[src/rtl/spi_receiver.sv]
// SPI slave deserializer: oversamples sck/cs_n/mosi in the clk domain, rebuilds
// words and queues them in a show-ahead FIFO drained by a valid/ready handshake.
module spi_receiver #(
    parameter int p_data_width  = 8,
    parameter int p_fifo_depth  = 4,
    parameter int p_cs_polar    = 1,
    parameter int p_sample_edge = 1,
    parameter int p_msb_first   = 1
) (
    input  logic                    clk,
    input  logic                    s_rst,
    input  logic                    sck,
    input  logic                    cs_n,
    input  logic                    mosi,
    output logic [p_data_width-1:0] data,
    output logic                    valid,
    input  logic                    ready,
    output logic                    busy,
    output logic                    overrun,
    output logic                    frame_err
);

    localparam int c_ptr_w = $clog2(p_fifo_depth);
    localparam int c_cnt_w = c_ptr_w + 1;
    localparam int c_bit_w = (p_data_width > 2) ? $clog2(p_data_width) : 1;
    localparam logic c_cs_idle = (p_cs_polar != 0) ? 1'b1 : 1'b0;
    localparam logic [c_bit_w-1:0] c_last_bit = c_bit_w'(p_data_width - 1);
    localparam logic [c_cnt_w-1:0] c_full_cnt = c_cnt_w'(p_fifo_depth);

    typedef enum logic [0:0] {
        st_idle   = 1'b0,
        st_active = 1'b1
    } state_t;

    function automatic logic [p_data_width-1:0] shift_in(
        input logic [p_data_width-1:0] sh,
        input logic                    b
    );
        logic [p_data_width-1:0] res;
        if (p_msb_first != 0) begin
            res = {sh[p_data_width-2:0], b};
        end else begin
            res = {b, sh[p_data_width-1:1]};
        end
        return res;
    endfunction

    // synchronizer and edge-detect stages
    logic sck_s1_r, sck_s2_r, sck_d_r;
    logic cs_s1_r, cs_s2_r;
    logic mosi_s1_r, mosi_s2_r;
    logic samp_s;
    logic samp_r, mosi_r, cs_act_r;

    // FSM / shifter state
    state_t                  state_r;
    logic [c_bit_w-1:0]      bit_cnt_r;
    logic [c_bit_w-1:0]      cnt_after_s;
    logic [p_data_width-1:0] shift_r;
    logic [p_data_width-1:0] shift_next_s;
    logic                    word_done_s;
    logic                    push_r;
    logic [p_data_width-1:0] push_data_r;
    logic                    busy_r;
    logic                    frame_err_r;

    // FIFO state
    logic [p_data_width-1:0] mem_r [p_fifo_depth];
    logic [c_ptr_w-1:0]      wr_ptr_r, rd_ptr_r, rd_ptr_n_s;
    logic [c_cnt_w-1:0]      count_r, count_n_s;
    logic                    pop_s, full_s, push_ok_s, overrun_s;
    logic [p_data_width-1:0] head_n_s;
    logic [p_data_width-1:0] data_r;
    logic                    valid_r;
    logic                    overrun_r;

    // Two-flop synchronizers; the extra stage registers the aligned edge, data and cs
    always_ff @(posedge clk) begin
        if (s_rst) begin
            sck_s1_r  <= 1'b0;
            sck_s2_r  <= 1'b0;
            sck_d_r   <= 1'b0;
            cs_s1_r   <= c_cs_idle;
            cs_s2_r   <= c_cs_idle;
            mosi_s1_r <= 1'b0;
            mosi_s2_r <= 1'b0;
            samp_r    <= 1'b0;
            mosi_r    <= 1'b0;
            cs_act_r  <= 1'b0;
        end else begin
            sck_s1_r  <= sck;
            sck_s2_r  <= sck_s1_r;
            sck_d_r   <= sck_s2_r;
            cs_s1_r   <= cs_n;
            cs_s2_r   <= cs_s1_r;
            mosi_s1_r <= mosi;
            mosi_s2_r <= mosi_s1_r;
            samp_r    <= samp_s;
            mosi_r    <= mosi_s2_r;
            cs_act_r  <= (cs_s2_r != c_cs_idle);
        end
    end

    // Select the sampling transition of the synchronized sck
    always_comb begin
        samp_s = 1'b0;
        if (p_sample_edge != 0) begin
            samp_s = sck_s2_r & ~sck_d_r;
        end else begin
            samp_s = ~sck_s2_r & sck_d_r;
        end
    end

    // Next shifter value, word completion and bit count after this cycle's sample
    always_comb begin
        shift_next_s = shift_in(shift_r, mosi_r);
        word_done_s  = samp_r && (bit_cnt_r == c_last_bit);
        cnt_after_s  = bit_cnt_r;
        if (samp_r) begin
            if (word_done_s) begin
                cnt_after_s = {c_bit_w{1'b0}};
            end else begin
                cnt_after_s = bit_cnt_r + c_bit_w'(1);
            end
        end else begin
            cnt_after_s = bit_cnt_r;
        end
    end

    // Frame FSM: shifts bits, hands completed words to the FIFO, flags partial frames
    always_ff @(posedge clk) begin
        if (s_rst) begin
            state_r     <= st_idle;
            bit_cnt_r   <= {c_bit_w{1'b0}};
            shift_r     <= {p_data_width{1'b0}};
            push_r      <= 1'b0;
            push_data_r <= {p_data_width{1'b0}};
            busy_r      <= 1'b0;
            frame_err_r <= 1'b0;
        end else begin
            push_r      <= 1'b0;
            frame_err_r <= 1'b0;
            case (state_r)
                st_idle: begin
                    if (cs_act_r) begin
                        state_r   <= st_active;
                        busy_r    <= 1'b1;
                        bit_cnt_r <= {c_bit_w{1'b0}};
                        shift_r   <= {p_data_width{1'b0}};
                    end else begin
                        busy_r    <= 1'b0;
                    end
                end
                st_active: begin
                    if (samp_r) begin
                        shift_r <= shift_next_s;
                    end else begin
                        shift_r <= shift_r;
                    end
                    if (word_done_s) begin
                        push_r      <= 1'b1;
                        push_data_r <= shift_next_s;
                    end else begin
                        push_data_r <= push_data_r;
                    end
                    // a word finishing together with cs release still counts as complete
                    if (!cs_act_r) begin
                        state_r     <= st_idle;
                        busy_r      <= 1'b0;
                        bit_cnt_r   <= {c_bit_w{1'b0}};
                        frame_err_r <= (cnt_after_s != {c_bit_w{1'b0}});
                    end else begin
                        busy_r      <= 1'b1;
                        bit_cnt_r   <= cnt_after_s;
                    end
                end
                default: begin
                    state_r   <= st_idle;
                    busy_r    <= 1'b0;
                    bit_cnt_r <= {c_bit_w{1'b0}};
                end
            endcase
        end
    end

    // FIFO next-state; the head output is precomputed so data/valid come from flops
    always_comb begin
        pop_s     = valid_r & ready;
        full_s    = (count_r == c_full_cnt);
        push_ok_s = push_r & (~full_s | pop_s);
        overrun_s = push_r & full_s & ~pop_s;
        if (pop_s) begin
            rd_ptr_n_s = rd_ptr_r + c_ptr_w'(1);
        end else begin
            rd_ptr_n_s = rd_ptr_r;
        end
        case ({push_ok_s, pop_s})
            2'b10:   count_n_s = count_r + c_cnt_w'(1);
            2'b01:   count_n_s = count_r - c_cnt_w'(1);
            default: count_n_s = count_r;
        endcase
        if (push_ok_s && (wr_ptr_r == rd_ptr_n_s)) begin
            head_n_s = push_data_r;
        end else begin
            head_n_s = mem_r[rd_ptr_n_s];
        end
    end

    // FIFO storage, pointers and registered handshake outputs
    always_ff @(posedge clk) begin
        if (s_rst) begin
            for (int i = 0; i < p_fifo_depth; i++) begin
                mem_r[i] <= {p_data_width{1'b0}};
            end
            wr_ptr_r  <= {c_ptr_w{1'b0}};
            rd_ptr_r  <= {c_ptr_w{1'b0}};
            count_r   <= {c_cnt_w{1'b0}};
            data_r    <= {p_data_width{1'b0}};
            valid_r   <= 1'b0;
            overrun_r <= 1'b0;
        end else begin
            if (push_ok_s) begin
                mem_r[wr_ptr_r] <= push_data_r;
                wr_ptr_r        <= wr_ptr_r + c_ptr_w'(1);
            end else begin
                wr_ptr_r        <= wr_ptr_r;
            end
            rd_ptr_r  <= rd_ptr_n_s;
            count_r   <= count_n_s;
            valid_r   <= (count_n_s != {c_cnt_w{1'b0}});
            data_r    <= (count_n_s != {c_cnt_w{1'b0}}) ? head_n_s : {p_data_width{1'b0}};
            overrun_r <= overrun_s;
        end
    end

    assign data      = data_r;
    assign valid     = valid_r;
    assign busy      = busy_r;
    assign overrun   = overrun_r;
    assign frame_err = frame_err_r;

endmodule

[config.mk]
export PLATFORM = sky130hd
export DESIGN_NAME = spi_receiver
export DESIGN_NICKNAME = d
export VERILOG_FILES = /design/src/rtl/spi_receiver.sv
export SDC_FILE = /design/constraint.sdc
export NUM_CORES = 1
export LEC_CHECK = 0
export ABC_AREA = 1
export BUFFER_PORTS_ARGS = -buffer_cell sky130_fd_sc_hd__buf_2
export CORE_UTILIZATION = 63
export CTS_BUF_LIST = sky130_fd_sc_hd__clkbuf_4
export DETAILED_ROUTE_END_ITERATION = 12
export PLACE_DENSITY = 0.82
export SLEW_MARGIN = 20
export SYNTH_ARGS = -nofsm -noshare
export SYNTH_HDL_FRONTEND = slang
export SYNTH_SLANG_ARGS = --single-unit
[constraint.sdc]
create_clock -name clk -period 3.2 [get_ports clk]
set_clock_uncertainty 0.1 [all_clocks]
set_input_delay 0.64 -clock clk [delete_from_list [all_inputs] [get_ports clk]]
set_output_delay 0.64 -clock clk [all_outputs]
set_load 0.05 [all_outputs]
==> results of run 1 <==
==> placed cells by master, fill, tap and decap left out, types with 3 or more instances in the layout <==
| cell | synthesis | routed |
|---|---|---|
| nor3_1 | 10 | 10 |
| edfxtp_1 | 32 | 32 |
| a21oi_1 | 14 | 14 |
| dfxtp_1 | 48 | 48 |
| or2_2 | 3 | 3 |
| o21ai_1 | 4 | 4 |
| inv_2 | 3 | 3 |
| nor2_1 | 57 | 57 |
| inv_1 | 52 | 52 |
| o22ai_1 | 7 | 7 |
| o211ai_1 | 8 | 8 |
| nand2_2 | 4 | 4 |
| nor2_2 | 8 | 8 |
| nand2_1 | 45 | 45 |
| buf_2 | 2 | 17 |
| o21ai_0 | 15 | 15 |
| clkbuf_4 | 0 | 9 |
| nand3_1 | 24 | 24 |
| nand2_4 | 6 | 6 |
==> cell families (layout without fill, tap and decap cells) <==
| logic type | after synthesis | count (layout) |
|---|---|---|
| and+or+nand+nor | 168 | 168 |
| DFF | 80 | 80 |
| buffers and inverters | 65 | 91 |
| AOI/OAI and AO/OA | 51 | 51 |
| adders and majority gates | 3 | 3 |
| muxes | 2 | 2 |
==> worst min path at each step <==
stage,to,slack (ns),cells after the start
final,cs_s1_r,0.29,2
after global routing,cs_s1_r,0.26,2
after CTS,cs_s1_r,0.27,2
after detailed placement,cs_act_r,0.28,1
after global placement,cs_act_r,0.28,1
after floorplan,cs_act_r,0.26,1
==> layout make-up <==
class	count	area (sq um)
sequential	80	1922
tap	70	87.58
clock buffer	9	67.56
clock inverter	7	93.84
multi-input combinational	224	1237
timing repair buffer	19	100.1
inverter	56	212.7
fill	384	1451
==> registers in the layout, indices dropped and copies added (netlist names), 2 cells and up <==
register	count
data	8
shift_r	7
count_r	3
wr_ptr_r	2
bit_cnt_r	3
rd_ptr_r	2
mem_r	32
push_data_r	8
==> critical path, cell delays in order, from the launching register on <==
cell and delay, ns:
dfxtp_1 0.36, nand2_2 0.13, inv_4 0.11, nand2_1 0.11, fa_1 0.40, inv_1 0.07, nand4_1 0.11, a21oi_1 0.14
nor2_1 0.07, nor2_2 0.31, a21oi_1 0.08
==> report_power, final <==
group          leakage [nW]  internal, mW  switching [mW]  total (mW)
logic                 0.657         0.158           0.461       0.619
clock network        0.0906         0.319           0.347       0.666
registers             0.721          1.14          0.0316        1.17
total                  1.47          1.61           0.840        2.45
==> metal layers <==
| layer | wire length (um) | part of all wire [%] | global-route usage, % | up-vias |
|---|---|---|---|---|
| met1 | 2589 | 44 | 28.49 | 1077 |
| li1 | - | - | - | 1248 |
| met4 | 219 | 3.8 | 14.61 | 0 |
| met5 | 0 | 0 | 0 | - |
| met3 | 313 | 5.4 | 6.746 | 18 |
| met2 | 2697 | 46 | 35.50 | 84 |
==> results.json, run 1 <==
{
  "core-area_sq_um": 5172,
  "portBuffers": 17,
  "grt_pass1_wl_mm": 9.356,
  "postCtsHoldBufs": 0,
  "layout_min_cycle_time_ns": 2.122,
  "mappedNetlistNets": 378,
  "synth_top_area_share_pct": 27.98,
  "grt_pass1_vias": 2139,
  "r2r_cells": 10,
  "synth_edf_count": 32,
  "synth-seq-cells": 80,
  "avgRoutedWirePerCell_um": 12.52,
  "place_ws_ns": 0.7123,
  "num_antenna_cells": 0,
  "setup.worst_path.end": "data[0]",
  "synth_area_sq_um": 3435,
  "p_total_mw": 2.452,
  "cts_tree": "done",
  "hold_viol": 0,
  "cp.arrival_ns": 2.33,
  "dieArea_sq_um": 5751,
  "dp_cells": 449,
  "hold_ws_ns": 0.2913,
  "cts_max_level": 3,
  "antenna_found_initial": 0,
  "drt-initial-drc-count": 176,
  "die_h_um": 75.84,
  "status": "finished, final reports clean",
  "synth-seq-area-share_pct": 55.96,
  "root_buffer": "clkbuf_4",
  "postRouteAntennaNets": 0,
  "r2r_slack_ns": 1.08,
  "fin_crit_sh_pct": 66.32,
  "setup_viol": 0,
  "cts_buffer_depth": 2,
  "cp.required_ns": 3.41,
  "num_vias": 2427,
  "crit_start": "valid",
  "drtPass1Iterations": 4,
  "synthToLayoutAreaGrowth_pct": 8.342,
  "tightest_slew_ns": 0.5855,
  "power_density_nw_per_um2": 658.8,
  "routed_wl_mm": 5.821,
  "synth_xor_area_share_pct": 0,
  "maxSlewViolCount": 0,
  "synthFlopType": "dfxtp_1",
  "grt_overflow": 0,
  "worstSkewPairLatency_ns": 0.42,
  "hp-class": "input pin to flop",
  "netlist_instances": 369,
  "reg2reg_to": "data[0]",
  "yosysUniqueCellTypes": 36,
  "grt_max_degree": 29,
  "ioPinCount": 18,
  "endpoint_kind": "flop",
  "dieWidth_um": 75.84,
  "synth_fa_ha_area_share_pct": 1.311,
  "yosys.area_share.simple_pct": 25.36,
  "placed_cell_area_sq_um": 3560,
  "setup_ws_ns": 1.078,
  "synth-compound-area-share_pct": 8.743,
  "tns_ns": 0,
  "max_cap_violations": 0,
  "nets": 399,
  "r2r-start": "valid",
  "drive_above_1_share_pct": 17.72,
  "muxShareOfSynthArea_pct": 0.6193,
  "cts_setup_buffers": 0,
  "dp_hpwl_mm": 4.105,
  "cts_resized": 0,
  "synth_warnings": 0,
  "final_cell_area_sq_um": 3721,
  "cts_buffers": 9,
  "hold_start": "cs_n",
  "synth_top_family_by_area": "simple AND/OR/NAND/NOR gates",
  "rsz0062_at_grt": "false",
  "initial_core_util_pct": 66.40,
  "place_congestion": 0.7950,
  "async_flop_share_pct": 0,
  "grt_util_all_layers_pct": 23.07,
  "synth_common_cells": "nor2_1, inv_1, dfxtp_1",
  "layout.cells.non_filler": 465,
  "synth_most_common_cell": "nor2_1",
  "drc": 0,
  "synthTopCellsByArea": "dfxtp_1, edfxtp_1, nor2_1",
  "peakVddDrop_uv": 347.4,
  "fin_util_pct": 71.94,
  "fmax_mhz": 471.2,
  "vias_per_cell": 5.219,
  "leakagePower_nw": 1.469,
  "postSynthAreaPerCell_sq_um": 9.308,
  "synth_top_area_cell": "dfxtp_1",
  "clock_sinks": 80,
  "cts.reportedPaths.clkPinSlew_ns": 0.13,
  "cp_max_fo": 9,
  "path_class": "flop to flop",
  "max_slew_margin_pct": 60.82,
  "worstSetupStartpointType": "flop",
  "rows": 26
}
Note: power is estimated with default switching activity, not from simulation.
==> run 2, diff against run 1 <==
Settings changed: ABC_AREA 1 to 0, CORE_UTILIZATION 63 to 57, PLACE_DENSITY 0.82 to 0.78.
Clock period 3.2 ns to 1.7 ns, I/O delays scaled along.
==> results.json, run 2 <==
{
  "max_slew_margin_pct": 63.68,
  "r2r_cells": 7,
  "status": "complete, but fails checks",
  "path_class": "flop to flop",
  "cp_max_fo": 9,
  "crit_start": "push_r",
  "synth_area_sq_um": 3670,
  "p_total_mw": 4.564,
  "worstSkewPairLatency_ns": 0.42,
  "violations": "setup timing",
  "mostFrequentLayoutCells": "dfxtp_1, and2_1, buf_4, edfxtp_1, a21oi_1",
  "setup.worst_path.end": "data[2]",
  "rows": 28,
  "p_sw_mw": 1.484,
  "die_h_um": 82.24,
  "place_ws_ns": -0.4073,
  "endpoint_kind": "flop",
  "netlist_instances": 362,
  "cts_tree": "done",
  "rsz0062_at_grt": "true",
  "cp_slowest_cell": "fa_2",
  "power_density_nw_per_um2": 1068,
  "async_flop_share_pct": 0,
  "synth_top_area_share_pct": 26.18,
  "mostFrequentLayoutCell": "dfxtp_1",
  "avgRoutedWirePerCell_um": 16.13,
  "fmax_mhz": 480.0,
  "initial_core_util_pct": 60.55,
  "internal_power_mw": 3.080,
  "power_frac_comb_pct": 27.5,
  "dieWidth_um": 82.24,
  "yosysUniqueCellTypes": 49,
  "num_vias": 2867,
  "synthFlopType": "dfxtp_1",
  "regMostFlops": "mem_r",
  "largest_reg_flops": 32,
  "core-area_sq_um": 6061,
  "grt_pass1_vias": 2459,
  "r2r-start": "push_r",
  "grt_overflow": 0,
  "dieArea_sq_um": 6763,
  "hold_ws_ns": 0.03693,
  "max_cap_violations": 0,
  "worstSetupStartpointType": "flop",
  "r2r_slack_ns": -0.38,
  "ioPinCount": 18,
  "path_cells": "nand3b_1, fa_2, or3_4, a32oi_2, o311a_1, buf_6, a21oi_1",
  "tightest_slew_ns": 0.5448,
  "grt_util_all_layers_pct": 25.08,
  "clock_sinks": 80,
  "max_stage_delay_ns": 0.38,
  "drt-initial-drc-count": 151,
  "setup_viol": 10,
  "grt_max_degree": 33,
  "cts_buffer_depth": 2,
  "hp-class": "input pin to flop",
  "tns_ns": -3.442,
  "synthTopCellsByArea": "dfxtp_1, edfxtp_1, and2_1",
  "mappedNetlistNets": 371,
  "final_cell_area_sq_um": 4275,
  "num_antenna_cells": 0,
  "drc": 0,
  "synthToLayoutAreaGrowth_pct": 16.50,
  "placed_cell_area_sq_um": 4010,
  "setup_ws_ns": -0.3832,
  "synth-seq-area-share_pct": 52.37,
  "drtPass1Iterations": 5,
  "grt_pass1_wl_mm": 12.25,
  "synth_edf_count": 32,
  "synth_most_common_cell": "dfxtp_1",
  "peakVddDrop_uv": 1056,
  "layout_min_cycle_time_ns": 2.083,
  "synth-seq-cells": 80,
  "dp_cells": 461,
  "fin_crit_sh_pct": 122.5,
  "vias_per_cell": 5.973,
  "routed_wl_mm": 7.744,
  "sw_frac_of_total_pct": 32.52,
  "power_frac_seq_pct": 48.0,
  "place_congestion": 0.8040,
  "p_clk_share_pct": 24.4,
  "dp_hpwl_mm": 5.309,
  "portBuffers": 17,
  "cp.arrival_ns": 2.29,
  "maxSlewViolCount": 0,
  "reg2reg_to": "data[2]",
  "synth_common_cells": "dfxtp_1, and2_1, edfxtp_1",
  "postRouteAntennaNets": 0,
  "synth_warnings": 0,
  "nets": 409,
  "root_buffer": "clkbuf_4",
  "hold_viol": 0,
  "postSynthAreaPerCell_sq_um": 10.14,
  "cts.reportedPaths.clkPinSlew_ns": 0.13,
  "drive_above_1_share_pct": 24.44,
  "cp.required_ns": 1.91,
  "antenna_found_initial": 0,
  "fillCellCount": 460,
  "leakagePower_nw": 1.621,
  "cts_buffers": 9,
  "synth_top_area_cell": "dfxtp_1",
  "layout.cells.non_filler": 480,
  "fin_util_pct": 70.54,
  "cts_max_level": 3
}
run 2: timing repair:
action,4_1_cts,5_1_grt
gates cloned,0,0
buffers inserted,1,2
endpoints found under the setup margin,68,46
hold endpoints to repair,1,0
gates resized for setup,15,13
hold buffers,1,0
pin swaps,7,9
run 2: power groups by stage:
stage / logic [mW] / clock network (mW) / registers, mW
6_report: 1.26 / 1.12 / 2.19
4_1_cts: 1.23 / 1.14 / 2.19
3_3_place_gp: 1.14 / 0 / 2.22
5_1_grt: 1.35 / 1.23 / 2.20
2_1_floorplan: 0.667 / 0 / 2.41
3_5_place_dp: 1.16 / 0 / 2.22
run 2: how the worst min path moves through the flow:
| stage | endpoint | depth (start not counted) | start |
|---|---|---|---|
| after detailed placement | samp_r | 1 | sck_d_r |
| after global placement | cs_act_r | 1 | cs_s2_r |
| after CTS | sck_s1_r | 2 | sck |
| final | sck_s1_r | 2 | sck |
| after floorplan | cs_act_r | 1 | cs_s2_r |
| after global routing | sck_s1_r | 2 | sck |
run 2: cell families after synthesis:
logic type	synth area share (%)
simple gates	21.62
fa+ha+maj	1.227
xor+xnor	1.432
buf+inv	5.284
flops	52.37
mux	0.5455
compound gates	17.52
run 2: layer usage:
metal  up-vias  share of wire, %  global-route usage (%)  wire [um]
li1       1396                 -                       -          -
met1      1363                44                   33.92       3431
met2        96                48                   39.09       3681
met3        12               6.6                   4.505        509
met4         0               1.6                   11.58        121
met5         -                 0                       0          0
run 2: layout make-up:
type	instances	area (sq um)	share of cell area [%]
Sequential cell	80	1933	45.22
Tap cell	75	93.84	2.195
Clock buffer	11	82.58	1.932
Multi-Input combinational cell	240	1639	38.34
Inverter	13	48.80	1.141
Timing Repair Buffer	56	420.4	9.833
Clock inverter	5	57.56	1.346
run 2: worst max-delay path, delay by kind of cell (launching register included):
family | cells | cell delay, ns
AOI/OAI and AO/OA | 3 | 0.47
adders and majority gates | 1 | 0.38
buffers and inverters | 1 | 0.14
DFF | 1 | 0.34
and+or+nand+nor | 2 | 0.54
